[config.mk]
export PLATFORM = sky130hd
export DESIGN_NAME = gap_channel_scheduler
export DESIGN_NICKNAME = d
export VERILOG_FILES = /design/src/rtl/gap_pkg.sv /design/src/rtl/gap_mac_unit.sv /design/src/rtl/gap_channel_scheduler.sv
export SDC_FILE = /design/constraint.sdc
export NUM_CORES = 1
export LEC_CHECK = 0
export BUFFER_PORTS_ARGS = -buffer_cell sky130_fd_sc_hd__buf_2
export CAP_MARGIN = 20
export CORE_ASPECT_RATIO = 0.5
export CORE_MARGIN = 5
export CORE_UTILIZATION = 45
export CTS_BUF_LIST = sky130_fd_sc_hd__clkbuf_4
export DETAILED_ROUTE_END_ITERATION = 8
export GPL_ROUTABILITY_DRIVEN = 0
export PLACE_DENSITY = 0.7
export SLEW_MARGIN = 15
export SYNTH_ARGS = -nofsm -noshare
export SYNTH_HDL_FRONTEND = slang
export SYNTH_SLANG_ARGS = --single-unit
[constraint.sdc]
create_clock -name clk_i -period 11.3 [get_ports clk_i]
set_input_delay 1.13 -clock clk_i [delete_from_list [all_inputs] [get_ports clk_i]]
set_output_delay 1.13 -clock clk_i [all_outputs]
set_load 0.05 [all_outputs]
[src/rtl/gap_pkg.sv]
// -----------------------------------------------------------------------------
// gap_pkg
// Shared types and helpers for the global-average-pooling channel scheduler.
//   state_e  : scheduler FSM states
//   mult_inv : default reciprocal multiplier 1/INPUT_SIZE in Qm.n format
// -----------------------------------------------------------------------------
package gap_pkg;

  typedef enum logic [1:0] {
    eIDLE   = 2'd0,
    eSERIAL = 2'd1,
    eDONE   = 2'd2
  } state_e;

  // 1/input_size with n_size fractional bits, truncated toward zero.
  function automatic int mult_inv(input int input_size, input int n_size);
    return (1 << n_size) / input_size;
  endfunction

endpackage

[src/rtl/gap_mac_unit.sv]
// -----------------------------------------------------------------------------
// gap_mac_unit
// Combinational shared datapath: one multiply by the reciprocal constant, one
// saturating accumulate and one saturating truncation back to a word.
// Optional build macro: GAP_SCHED_OVF_FLAG_EN adds the add_ovf/trunc_ovf
// outputs (saturation indicators); without it the datapath still saturates.
// Ports:
//   x         in   WORD_SIZE    sample of the channel being processed
//   mult      in   WORD_SIZE    reciprocal constant
//   acc       in   2*WORD_SIZE  current accumulator of that channel
//   first     in   1            first sample of the window: acc is replaced
//   acc_next  out  2*WORD_SIZE  new accumulator value
//   word      out  WORD_SIZE    acc_next >>> N_SIZE saturated to a word
//   add_ovf   out  1            accumulate saturated   (macro only)
//   trunc_ovf out  1            truncation saturated   (macro only)
// -----------------------------------------------------------------------------
module gap_mac_unit #(
  parameter int WORD_SIZE = 16,
  parameter int N_SIZE    = 12
) (
  input  logic signed [WORD_SIZE-1:0]   x,
  input  logic signed [WORD_SIZE-1:0]   mult,
  input  logic signed [2*WORD_SIZE-1:0] acc,
  input  logic                          first,
  output logic signed [2*WORD_SIZE-1:0] acc_next,
  output logic signed [WORD_SIZE-1:0]   word
`ifdef GAP_SCHED_OVF_FLAG_EN
  ,
  output logic                          add_ovf,
  output logic                          trunc_ovf
`endif
);

  localparam int AW = 2 * WORD_SIZE;
  localparam logic signed [AW-1:0]        ACC_MAX  = {1'b0, {(AW-1){1'b1}}};
  localparam logic signed [AW-1:0]        ACC_MIN  = {1'b1, {(AW-1){1'b0}}};
  localparam logic signed [WORD_SIZE-1:0] WORD_MAX = {1'b0, {(WORD_SIZE-1){1'b1}}};
  localparam logic signed [WORD_SIZE-1:0] WORD_MIN = {1'b1, {(WORD_SIZE-1){1'b0}}};

  // One extra bit of headroom; overflow shows as the top two bits disagreeing.
  function automatic logic signed [AW-1:0] sat_add(input logic signed [AW-1:0] a,
                                                   input logic signed [AW-1:0] b);
    logic [AW:0] s;
    s = {a[AW-1], a} + {b[AW-1], b};
    if (s[AW] != s[AW-1]) return s[AW] ? ACC_MIN : ACC_MAX;
    return s[AW-1:0];
  endfunction

  // The shifted value fits a word only if all bits above the word sign agree.
  function automatic logic signed [WORD_SIZE-1:0] trunc_sat(input logic signed [AW-1:0] v);
    logic signed [AW-1:0] sh;
    sh = v >>> N_SIZE;
    if (sh[AW-1:WORD_SIZE-1] != {(AW-WORD_SIZE+1){sh[AW-1]}})
      return sh[AW-1] ? WORD_MIN : WORD_MAX;
    return sh[WORD_SIZE-1:0];
  endfunction

`ifdef GAP_SCHED_OVF_FLAG_EN
  function automatic logic add_hit(input logic signed [AW-1:0] a,
                                   input logic signed [AW-1:0] b);
    logic [AW:0] s;
    s = {a[AW-1], a} + {b[AW-1], b};
    return s[AW] ^ s[AW-1];
  endfunction

  function automatic logic trunc_hit(input logic signed [AW-1:0] v);
    logic signed [AW-1:0] sh;
    sh = v >>> N_SIZE;
    return sh[AW-1:WORD_SIZE-1] != {(AW-WORD_SIZE+1){sh[AW-1]}};
  endfunction
`endif

  logic signed [AW-1:0] prod;

  // Full-width signed product cannot overflow 2*WORD_SIZE bits.
  assign prod     = $signed({{WORD_SIZE{x[WORD_SIZE-1]}}, x}) *
                    $signed({{WORD_SIZE{mult[WORD_SIZE-1]}}, mult});
  assign acc_next = first ? prod : sat_add(acc, prod);
  assign word     = trunc_sat(acc_next);

`ifdef GAP_SCHED_OVF_FLAG_EN
  assign add_ovf   = !first && add_hit(acc, prod);
  assign trunc_ovf = trunc_hit(acc_next);
`endif

endmodule

[src/rtl/gap_channel_scheduler.sv]
// -----------------------------------------------------------------------------
// gap_channel_scheduler
// Global average pooling over INPUT_SIZE vectors of NUM_CHANNELS words, using a
// single shared multiply/saturating-accumulate unit that visits one channel per
// cycle. Each accepted vector costs 1 accept cycle + NUM_CHANNELS serial cycles.
// Optional build macro: GAP_SCHED_OVF_FLAG_EN adds the sticky ovf_o output.
// Ports:
//   clk_i     in   1                       clock
//   reset_i   in   1                       synchronous active-high reset
//   ready_o   out  1                       idle, can accept a vector
//   valid_i   in   1                       input vector valid
//   data_r_i  in   NUM_CHANNELS*WORD_SIZE  input vector, channel c at word c
//   valid_o   out  1                       averaged vector valid
//   ready_i   in   1                       downstream ready
//   data_r_o  out  NUM_CHANNELS*WORD_SIZE  averaged vector, same packing
//   ovf_o     out  1                       saturation seen this window (macro)
// -----------------------------------------------------------------------------
module gap_channel_scheduler
  import gap_pkg::*;
#(
  parameter int INPUT_SIZE   = 4,
  parameter int WORD_SIZE    = 16,
  parameter int N_SIZE       = 12,
  parameter int NUM_CHANNELS = 3,
  parameter logic signed [WORD_SIZE-1:0] MULTIPLIER = WORD_SIZE'(mult_inv(INPUT_SIZE, N_SIZE))
) (
  input  logic                              clk_i,
  input  logic                              reset_i,
  output logic                              ready_o,
  input  logic                              valid_i,
  input  logic [NUM_CHANNELS*WORD_SIZE-1:0] data_r_i,
  output logic                              valid_o,
  input  logic                              ready_i,
  output logic [NUM_CHANNELS*WORD_SIZE-1:0] data_r_o
`ifdef GAP_SCHED_OVF_FLAG_EN
  ,
  output logic                              ovf_o
`endif
);

  localparam int AW = 2 * WORD_SIZE;
  localparam int SW = (INPUT_SIZE > 1) ? $clog2(INPUT_SIZE) : 1;
  localparam int CW = (NUM_CHANNELS > 1) ? $clog2(NUM_CHANNELS) : 1;
  localparam logic [SW-1:0] S_LAST = SW'(INPUT_SIZE - 1);
  localparam logic [CW-1:0] C_LAST = CW'(NUM_CHANNELS - 1);

  state_e                      state;
  logic [SW-1:0]               sample_cnt;
  logic [CW-1:0]               ch_cnt;
  logic signed [WORD_SIZE-1:0] in_reg [NUM_CHANNELS];
  logic signed [AW-1:0]        acc    [NUM_CHANNELS];
  logic signed [WORD_SIZE-1:0] avg    [NUM_CHANNELS];

  logic signed [AW-1:0]        acc_next;
  logic signed [WORD_SIZE-1:0] word;
  logic                        first;
  logic                        last_sample;

  assign first       = (sample_cnt == '0);
  assign last_sample = (sample_cnt == S_LAST);

`ifdef GAP_SCHED_OVF_FLAG_EN
  logic add_ovf;
  logic trunc_ovf;
  logic sat_hit;
  // Truncation only matters on the final sample, when the result is produced.
  assign sat_hit = add_ovf | (last_sample & trunc_ovf);
`endif

  gap_mac_unit #(
    .WORD_SIZE (WORD_SIZE),
    .N_SIZE    (N_SIZE)
  ) u_mac (
    .x         (in_reg[ch_cnt]),
    .mult      (MULTIPLIER),
    .acc       (acc[ch_cnt]),
    .first     (first),
    .acc_next  (acc_next),
    .word      (word)
`ifdef GAP_SCHED_OVF_FLAG_EN
    ,
    .add_ovf   (add_ovf),
    .trunc_ovf (trunc_ovf)
`endif
  );

  for (genvar c = 0; c < NUM_CHANNELS; c++) begin : g_out
    assign data_r_o[c*WORD_SIZE +: WORD_SIZE] = avg[c];
  end

  always_ff @(posedge clk_i) begin
    if (reset_i) begin
      state      <= eIDLE;
      ready_o    <= 1'b1;
      valid_o    <= 1'b0;
      sample_cnt <= '0;
      ch_cnt     <= '0;
      for (int c = 0; c < NUM_CHANNELS; c++) begin
        acc[c] <= '0;
        avg[c] <= '0;
      end
`ifdef GAP_SCHED_OVF_FLAG_EN
      ovf_o      <= 1'b0;
`endif
    end else begin
      unique case (state)
        eIDLE: begin
          if (valid_i) begin
            for (int c = 0; c < NUM_CHANNELS; c++)
              in_reg[c] <= data_r_i[c*WORD_SIZE +: WORD_SIZE];
            ch_cnt  <= '0;
            state   <= eSERIAL;
            ready_o <= 1'b0;
          end
        end
        eSERIAL: begin
          acc[ch_cnt] <= acc_next;
          // Only the final sample's result is published, so avg holds the
          // previous window's result until this window completes.
          if (last_sample) avg[ch_cnt] <= word;
`ifdef GAP_SCHED_OVF_FLAG_EN
          if (first && ch_cnt == '0) ovf_o <= sat_hit;
          else                       ovf_o <= ovf_o | sat_hit;
`endif
          if (ch_cnt == C_LAST) begin
            ch_cnt <= '0;
            if (last_sample) begin
              sample_cnt <= '0;
              state      <= eDONE;
              valid_o    <= 1'b1;
            end else begin
              sample_cnt <= sample_cnt + 1'b1;
              state      <= eIDLE;
              ready_o    <= 1'b1;
            end
          end else begin
            ch_cnt <= ch_cnt + 1'b1;
          end
        end
        eDONE: begin
          if (ready_i) begin
            state   <= eIDLE;
            valid_o <= 1'b0;
            ready_o <= 1'b1;
          end
        end
        default: begin
          state   <= eIDLE;
          ready_o <= 1'b1;
          valid_o <= 1'b0;
        end
      endcase
    end
  end

endmodule
==> key figures <==
Route
  – WL final: 24900 um
  – Highest routed layer: met4
  – Post-route DRC: 0
  – Detailed Routing Iterations Pass 1: 5
  – Initial DRC Count: 767
  – WL met2: 11200 um
  – Avg WL per Cell: 22.1 um
  – Post-DR vias/cell: slightly below 6
  – Metal3 WL: 2210 um
  – Antenna Nets Post-Route: 0
  – WL met1: 10900 um
  – Via count: 6666

Clock tree
  – Htree depth: 4
  – TritonCTS Sinks: 194
  – CTS tree: built
  – Root Buffer: clkbuf_4
  – Worst-path clk slew: 0.17 ns
  – Cts repair resizes: 0
  – Clk buf depth: 2
  – Post-CTS setup buffers: 0
  – Hold Buf Count CTS: 0
  – Clock Latency Late Sink: 0.61 ns
  – Number of buffers created by CTS: 17

STA
  – Worst relative slew slack: 0.283
  – Final worst path period share: 0.538
  – Crit path time final: 6.08 ns
  – Final Hold Fails: 0
  – F_max: 0.165 GHz
  – RSZ-0062 raised after global routing: no
  – Hold WS: 0.527 ns
  – Final Setup Violations: 0
  – Setup TNS Final: 0 ns
  – Actual slew at the worst max-slew pin: 1.08 ns
  – Layout Skew: 0.0311 ns
  – Final slew viol count: 0

Die
  – Die W: 216 um
  – Die H: 113 um
  – Core area: 0.0207 sq mm
  – Initial Util: 0.462
  – Die area: ~0.024 sq mm
  – # IOs: 102
  – Rows: 37

Final layout
  – Max reg flops: slightly below 90
  – Layout Nets: just over 900
  – Share of layout cells above drive strength 1: 0.242
  – Diodes inserted: 0
  – Most frequent cells in the layout: 184 x edfxtp_1, 101 x buf_2, 98 x nor2_1
  – Most common cell after layout, fill and taps aside: edfxtp_1
  – Area growth from synthesis to layout: 10.3%

Setup path
  – Max FO, Critical Path: 26
  – Slowest cell on crit path: o211a_1
  – Critical path buffers and inverters: 2
  – Type of destination of the critical path: flip-flop
  – Crit path arrival time: 6.48 ns
  – Setup CP Type: reg -> reg
  – Worst path max stage delay: 0.72 ns
  – CP delay by family, top: compound AO/OA/AOI/OAI gates
  – CP required: approximately 12 ns
  – CP startpoint kind: flip-flop
  – Crit-path cells: buf_4 -> mux2i_1 -> o21ai_0 -> ha_1 -> inv_1 -> fa_1 -> nand2b_1 -> a21o_1 -> a21oi_1 -> a21boi_1 -> o21ai_1 -> o211a_1 -> a22o_4 -> nand4_1 -> o31ai_1

Synthesis
  – Ys flop type: edfxtp_1
  – Syn avg cell area: 12.7 sq um
  – Top cell type's share of synthesized area: 0.576
  – Top cells by area, synth: edfxtp_1 58%, mux4_2 5.2%, nor2_1 3.8%
  – Post-synth EDFFs: 184
  – Yosys reg bits: 194
  – Mapped Area: 0.00959 sq mm
  – Ys Warns: 0
  – Seq/Total Area, Yosys: 0.597
  – Synth Instances: ~760
  – Async S/R FF share, synth: 0
  – Yosys cell types: 67
  – Biggest area consumer among synthesized cells: edfxtp_1
  – Syn Nets: roughly 830

GRT
  – Vias in the first global route: 6547
  – Initial antenna violation count: 0
  – Remaining Overflow, GRT: 0
  – GRT Total Usage: 0.204
  – Pin count of the biggest net entering global routing: 55
  – First-pass GRT wire length: between 30000 and 40000 um

Pwr
  – Sequential Power Share: 0.545
  – Worst vdd ir: 0.0000741 V
  – Comb pwr share: 0.209
  – Sw Share: 0.314
  – Leak: slightly above 0.004 uW
  – Total net switching power: approximately 480 uW
  – Clock power frac: 0.246
  – Internal Pwr Total: 1040 uW
  – PD cells: 144 mW/mm^2

Job
  – Max-cap violations: 0

Placement
  – Port Buffers: 101
  – DP HPWL: 17400 um

Worst hold path
  – Hold Crit Class: reg -> reg

Status
  – Outcome: finished clean
[logic make-up (layout without fill, tap and decap cells)]
logic type / count (synthesis) / count (layout) / synth area share
DFF: 194 / 194 / 0.597
buffers and inverters: 74 / 175 / 0.0358
xor gates and xnor gates: 15 / 15 / 0.0137
muxes: 41 / 41 / 0.0717
AOI/OAI and AO/OA: 187 / 187 / 0.143
and+or+nand+nor: 220 / 220 / 0.105
adders and majority gates: 25 / 25 / 0.0334
[path summary, 6_finish.rpt]
| path | start | to | slack, ns | depth (start not counted) |
|---|---|---|---|---|
| hold reg to reg | ready_o | ready_o | 0.53 | 2 |
| hold / removal | ready_o | ready_o | 0.53 | 2 |
| setup / recovery | flip-flop | avg[1][0] | 5.22 | 15 |
| setup reg to reg | flip-flop | avg[1][0] | 5.22 | 15 |
[per-layer routing]
| metal | up-vias | track usage |
|---|---|---|
| met4 | 0 | 0.0555 |
| met3 | 38 | 0.0527 |
| li1 | 3027 | - |
| met1 | 3294 | 0.291 |
| met5 | - | 0 |
| met2 | 307 | 0.314 |
[synthesized netlist by cell type (9+ instances only)]
cell type	n
mux4_2	22
inv_1	33
nand3_1	9
a21o_1	12
clkbuf_1	22
ha_1	24
nand2_1	51
dfxtp_1	10
o21ai_0	46
xnor2_1	11
mux2i_1	18
o21ai_1	12
edfxtp_1	184
a21oi_1	35
o31ai_2	10
or2_2	9
nand2b_1	11
nor2_1	98
nor3_1	10
[through the flow]
step	setup WS, ns	area (sq um)	std cells	power, uW	utilization
floorplan	4.35	9590	756	1070	-
global placement	5.26	10300	1098	1150	0.496
detailed placement	5.14	10300	1098	1160	0.496
CTS	5.07	10600	1130	1520	0.510
global route	4.78	10600	1130	1580	0.510
finish	5.22	10600	1130	1520	0.510
[layout make-up]
cell class	count	area [sq um]
clock inverter	15	155
inverter	34	128
multi-input combinational	488	3530
fill	1809	10200
sequential	194	5730
tap	273	342
clock buffer	17	128
timing repair buffer	109	566
[tightest hold or removal path: cells and delay by family (launching register included)]
| kind | cells | cell delay [ns] |
|---|---|---|
| flip-flops | 1 | 0.35 |
| AND/OR/NAND/NOR | 1 | 0.09 |
| AO/OA/AOI/OAI | 1 | 0.06 |
[power groups by stage]
stage | Combinational, uW | Clock [uW] | Sequential, uW
6_report | 317 | 373 | 828
5_1_grt | 342 | 411 | 831
4_1_cts | 313 | 378 | 829
3_5_place_dp | 311 | 0 | 845
3_3_place_gp | 306 | 0 | 843
2_1_floorplan | 210 | 0 | 863
Power figures use the tool's default switching activity.
